`config.mk`:
```
export PLATFORM = sky130hd
export DESIGN_NAME = fetch_sequencer
export DESIGN_NICKNAME = d
export VERILOG_FILES = /design/src/rtl/fetch_sequencer.sv
export SDC_FILE = /design/constraint.sdc
export NUM_CORES = 1
export LEC_CHECK = 0
export ABC_AREA = 1
export CAP_MARGIN = 15
export CORE_MARGIN = 4
export CORE_UTILIZATION = 54
export CTS_BUF_LIST = sky130_fd_sc_hd__clkbuf_2
export DETAILED_ROUTE_END_ITERATION = 10
export DONT_BUFFER_PORTS = 1
export GPL_ROUTABILITY_DRIVEN = 0
export PLACE_DENSITY = 0.74
export SLEW_MARGIN = 10
export SYNTH_ARGS = -nofsm -noshare
export SYNTH_HDL_FRONTEND = slang
export SYNTH_SLANG_ARGS = --single-unit
```
`constraint.sdc`:
```
create_clock -name clk -period 1.7 [get_ports clk]
set_input_delay 0.34 -clock clk [delete_from_list [all_inputs] [get_ports clk]]
set_output_delay 0.34 -clock clk [all_outputs]
set_load 0.02 [all_outputs]
```
`src/rtl/fetch_sequencer.sv`:
```
// fetch_sequencer: fetches instructions over req/ack, resolves control flow and steps the program counter
module fetch_sequencer #(
   parameter int ADDR_W  = 5,
   parameter int DATA_W  = 8,
   parameter int TIMEOUT = 15
) (
   input  logic              clk,
   input  logic              rst,
   input  logic [ADDR_W-1:0] pc_add,
   output logic              mem_req,
   output logic [ADDR_W-1:0] mem_addr,
   input  logic              mem_ack,
   input  logic [DATA_W-1:0] mem_data,
   input  logic              zero_flag,
   input  logic              exec_done,
   output logic              pc_inc,
   output logic              jmp,
   output logic [ADDR_W-1:0] jmp_add,
   output logic [DATA_W-1:0] instr,
   output logic              instr_valid,
   output logic              halted,
   output logic              fault,
   output logic [7:0]        retired
);
   typedef enum logic [2:0] {FETCH, WAIT, DECODE, EXEC, ADV, HALT, FAULT} state_t;
   localparam logic [3:0] TO_LAST = 4'(TIMEOUT - 1);
   state_t state, state_nxt;
   logic [3:0] cnt;
   logic       take_jmp;
   logic       jump_now;
   logic [2:0] opcode;
   assign opcode      = instr[DATA_W-1 -: 3];
   assign jump_now    = opcode == 3'b001 || (opcode == 3'b010 && zero_flag);
   assign mem_req     = state == WAIT;
   assign pc_inc      = state == ADV && !take_jmp;
   assign jmp         = state == ADV && take_jmp;
   assign instr_valid = state == EXEC;
   assign halted      = state == HALT;
   assign fault       = state == FAULT;
   // state register
   always_ff @(posedge clk) begin
      if (rst) state <= FETCH;
      else     state <= state_nxt;
   end
   // next-state decode; the last WAIT cycle without ack moves to FAULT
   always_comb begin
      state_nxt = state;
      case (state)
         FETCH:   state_nxt = WAIT;
         WAIT:    state_nxt = mem_ack ? DECODE : (cnt == TO_LAST ? FAULT : WAIT);
         DECODE:  state_nxt = opcode == 3'b111 ? HALT : (opcode <= 3'b010 ? ADV : EXEC);
         EXEC:    state_nxt = exec_done ? ADV : EXEC;
         ADV:     state_nxt = FETCH;
         HALT:    state_nxt = HALT;
         FAULT:   state_nxt = FAULT;
         default: state_nxt = FETCH;
      endcase
   end
   // address capture, instruction latch, jump decision, timeout and retire counters
   always_ff @(posedge clk) begin
      if (rst) begin
         mem_addr <= '0;
         instr    <= '0;
         jmp_add  <= '0;
         take_jmp <= 1'b0;
         cnt      <= '0;
         retired  <= '0;
      end else begin
         if (state == FETCH) begin
            mem_addr <= pc_add;
            cnt      <= '0;
         end
         if (state == WAIT) begin
            if (mem_ack) instr <= mem_data;
            else         cnt   <= cnt + 4'd1;
         end
         if (state == DECODE) begin
            take_jmp <= jump_now;
            if (jump_now) jmp_add <= instr[ADDR_W-1:0] & ~ADDR_W'(3);
         end
         if (state == ADV) retired <= retired + 8'd1;
      end
   end
endmodule

```
After elaboration in Yosys (flattened, before gate mapping)

Cells that the tools add are included.

Bits in registers: 32
Input port bits: 18
Output and inout port bits: 32
Logic and storage cells: 37

Add/subtract/negate cells: 2
Magnitude comparators: 1
Equal/unequal tests: 10
Muxes and demuxes: 9
Reductions and logical operators: 8

Operators by type and width:

| kind                                                                              | number |
|---|---|
| 3-bit one-hot mux with 6 select lines                                             | 1 |
| 3-bit two-way mux                                                                 | 5 |
| 3-bit == test (second input constant)                                             | 4 |
| 4-bit two-way mux                                                                 | 3 |
| 3-bit by 2-bit == test with 1-bit output (second input constant)                  | 3 |
| 8-bit by 1-bit adder with 8-bit output (second input constant)                    | 1 |
| 3-bit by 1-bit == test with 1-bit output (second input constant)                  | 2 |
| 4-bit by 1-bit adder with 4-bit output (second input constant)                    | 1 |
| 4-bit == test (second input constant)                                             | 1 |
| 2-bit AND reduction                                                               | 2 |
| 3-bit by 2-bit less-or-equal comparator with 1-bit output (second input constant) | 1 |
| 1-bit logical AND                                                                 | 3 |
| 3-bit logical NOT                                                                 | 1 |
| 1-bit logical NOT                                                                 | 1 |
| 1-bit logical OR                                                                  | 1 |

Depth between registers and ports, before layout

Word-level depth: 4
Mapped depth: 8
Gate-level depth less buffers: 8

Worst setup path after synthesis

No wires, ideal clock.

Path kind: reg2out
From: register state[1]
To: output jmp
Data arrival time: 1.010 ns
Required time: 1.360 ns
Path slack: 0.350 ns
Stages on the path, launching flop included: 5
Buffers on the path: 1
Path through: dfxtp_1 -> nor2_1 -> nand2_1 -> buf_2 -> nor2_1

Word-level cells in the longest chain between the ends: 2

RTL lines:

| element                | line | text |
|---|---|---|
| start, declared        | 27   | `state_t state, state_nxt;` |
| start signal, assigned | 43   | `else state <= state_nxt;` |
| 3-bit == test          | 36   | `assign jmp = state == ADV && take_jmp;` |
| 1-bit logical AND      | 36   |  |
| end, declared          | 17   | `output logic jmp,` |

No other way between the ends.

Final worst setup path

From: register state[0]
To: output mem_req

Word-level cells in the longest chain between the ends: 1

RTL lines:

| element                                  | line | text |
|---|---|---|
| 3-bit by 1-bit == test with 1-bit output | 34   | `assign mem_req = state == WAIT;` |
| end, declared                            | 10   | `output logic mem_req,` |

No other way between the ends.

==> results.sh <==
export IMPL_status="complete, no violations"
export IMPL_finalCriticalPeriod_ps=1602
export IMPL_postLayoutSetupSlackWorst_ps=98.17
export IMPL_cp_arrival_ps=1260
export IMPL_core_area_um2=2567
export IMPL_final_area_um2=1613
export IMPL_yosys_warnings=0
export IMPL_cts_buffers_inserted=5
export IMPL_cts_clk_slew_worst_paths_ps=150
export IMPL_drc=0
export IMPL_syn_cell_area_um2=1511
export IMPL_drv_slew=0
export IMPL_num_rows=18
export IMPL_dr_pass1_iters=4
export IMPL_r2r_cells=6
export IMPL_drtIter0Drc=71
export IMPL_ys_seq_elements=32
export IMPL_vdd_drop_max_mv=0.7788
export IMPL_timing_hold_ws_ps=20.47
export IMPL_clk_latency_ps=360
export IMPL_fin_skew_ps=8.876
export IMPL_via_per_inst=5.283
export IMPL_num_vias=1363
export IMPL_fin_crit_sh=0.9423
export IMPL_setup_tns_ps=0
export IMPL_antenna_found_initial=0
export IMPL_postRouteAntennaNets=0
export IMPL_hpwl_um=2473
export IMPL_required_ps=1360
export IMPL_grt_first_pass_wirelength_um=5430
export IMPL_start_util=0.5887
export IMPL_cp_end_kind="primary output"
export IMPL_critPathLaunch="state[0]"
export IMPL_hold_path_class="in -> reg"
export IMPL_hold_depth=1
export IMPL_synth_cell_type_count=25
export IMPL_leakagePower_nw=0.7456
export IMPL_pin_count=50
export IMPL_area_delta_synth_final_pct=6.705
export IMPL_die_w_um=60.91
export IMPL_dp_cells=250
export IMPL_maxCapViolations=0
export IMPL_cts_root_buf="clkbuf_2"
export IMPL_wl_per_cell_um=12.53
export IMPL_clock_fmax_ghz=0.6243
export IMPL_die_h_um=60.91
export IMPL_hold_viol_final=0
export IMPL_final_cells=258
export IMPL_crit_fanout=6
export IMPL_design_die_area_um2=3709
export IMPL_avgSynthCellArea_um2=6.808
export IMPL_grt_busiest_layer="met2"
export IMPL_grt_max_degree=19
export IMPL_grt_pass1_vias=1333
export IMPL_r2r_start="retired[0]"
export IMPL_ys_seq_area_frac=0.4238
export IMPL_r2r_setup_slack_ps=290
export IMPL_clk_path_buf_depth=2
export IMPL_numPortBuffers=0
export IMPL_holdPathEnd="cnt[3]"
export IMPL_drive_gt1_frac=0.1228
export IMPL_setup_viol=0
export IMPL_grtUsageMet2=0.3435
export IMPL_critPathKind="reg -> out"
export IMPL_power_mw=1.479
export IMPL_clock_sinks=32
export IMPL_cts_tree="built"
export IMPL_grt_ovfl_total=0
export IMPL_num_antenna_cells=0
export IMPL_synth_cells=222
export IMPL_worstReg2RegEnd="retired[4]"
export IMPL_nFillCells=230
export IMPL_start_kind="register"
export IMPL_utilization=0.6282
export IMPL_gr_usage_all_layers=0.1971
export IMPL_rsz0062_at_grt="false"
export IMPL_worstHoldStart="rst"
export IMPL_grt_use_met1=0.2039
export IMPL_dpl_worst_slack_ps=257.2
export IMPL_htreeDepth=2
export IMPL_drt_wl_total_um=3232
export IMPL_p_per_area_nw_per_um2=917.0
export IMPL_place_area_um2=1539
export IMPL_nets=249
export IMPL_use_met3=0.07234
cells in the mapped netlist (all sizes together):
cell type / n / area share
ha: 3 / 0.025
xnor2: 1 / 0.0058
a21oi: 13 / 0.043
o21ai: 22 / 0.078
nand4: 1 / 0.0083
inv: 28 / 0.070
conb: 1 / 0.0025
dfxtp: 32 / 0.42
buf: 6 / 0.026
nand3: 12 / 0.040
nor2: 46 / 0.12
nand2: 52 / 0.14
nor3b: 1 / 0.0050
nor3: 3 / 0.017
clkbuf: 1 / 0.0025
registers in the layout (all words and copies together), names as in the netlist:
| signal | flops |
|---|---|
| retired | 8 |
| instr | 8 |
| mem_addr | 5 |
| jmp_add | 3 |
| cnt | 4 |
| take_jmp | 1 |
| state | 3 |
where the power goes:
| part | leakage (nW) | total, mW | switching [mW] | internal [mW] |
|---|---|---|---|---|
| registers | 0.262 | 0.907 | 0.101 | 0.805 |
| logic | 0.455 | 0.230 | 0.157 | 0.0732 |
| clock network | 0.0288 | 0.343 | 0.244 | 0.0981 |
| total | 0.746 | 1.48 | 0.502 | 0.977 |
worst max-delay path, cell delays in order (launching register included):
cell,delay [ps]
dfxtp_2,420
inv_2,70
nor3_4,190
buf_4,210
kinds of logic (layout without fill, tap and decap cells):
family | after synthesis | in the layout | synth area share
and+or+nand+nor | 115 | 115 | 0.3237
AOI/OAI and AO/OA | 35 | 35 | 0.1209
buffers and inverters | 35 | 40 | 0.09850
DFF | 32 | 32 | 0.4238
adders and majority gates | 3 | 3 | 0.02484
other | 1 | 2 | 0.002481
xor gates and xnor gates | 1 | 1 | 0.005796
cell type report:
class	count	area (um2)	share of cell area
Clock buffer	6	30.03	0.01862
Timing Repair Buffer	5	40.04	0.02483
Tap cell	30	37.54	0.02327
Inverter	28	105.1	0.06517
Clock inverter	1	5.005	0.003103
Multi-Input combinational cell	156	750.7	0.4655
Sequential cell	32	644.4	0.3995
cells in the final DEF (no fill, tap or decap), drive strengths merged:
master and count:
dlygate4sd3 1, conb 2, clkbuf 6, o21ai 22, nand4 1, nand2 52
nor3b 1, xnor2 1, buf 4, nor2 46, clkinv 1, nand3 12
inv 28, a21oi 13, nor3 3, dfxtp 32, ha 3
worst max path at each step:
stage	cells past startpoint	slack, ps	endpoint
detailed placement	3	260	pc_inc
global route	3	8	mem_req
finish	3	100	mem_req
global placement	3	280	jmp
floorplan	4	350	jmp
CTS	3	10	pc_inc
routing by layer:
| layer | wire length, um | vias up |
|---|---|---|
| met5 | 0 | - |
| met4 | 82 | 0 |
| met3 | 297 | 10 |
| met2 | 1594 | 56 |
| met1 | 1257 | 599 |
| li1 | - | 698 |
what timing repair did:
| action | in CTS | in global routing |
|---|---|---|
| gates resized for setup | 6 | 5 |
| endpoints found under the hold margin | 0 | 2 |
| endpoints found under the setup margin | 3 | 3 |
| hold buffers | 0 | 1 |
| setup buffers | 0 | 0 |
Note: power is estimated with default switching activity, not from simulation.
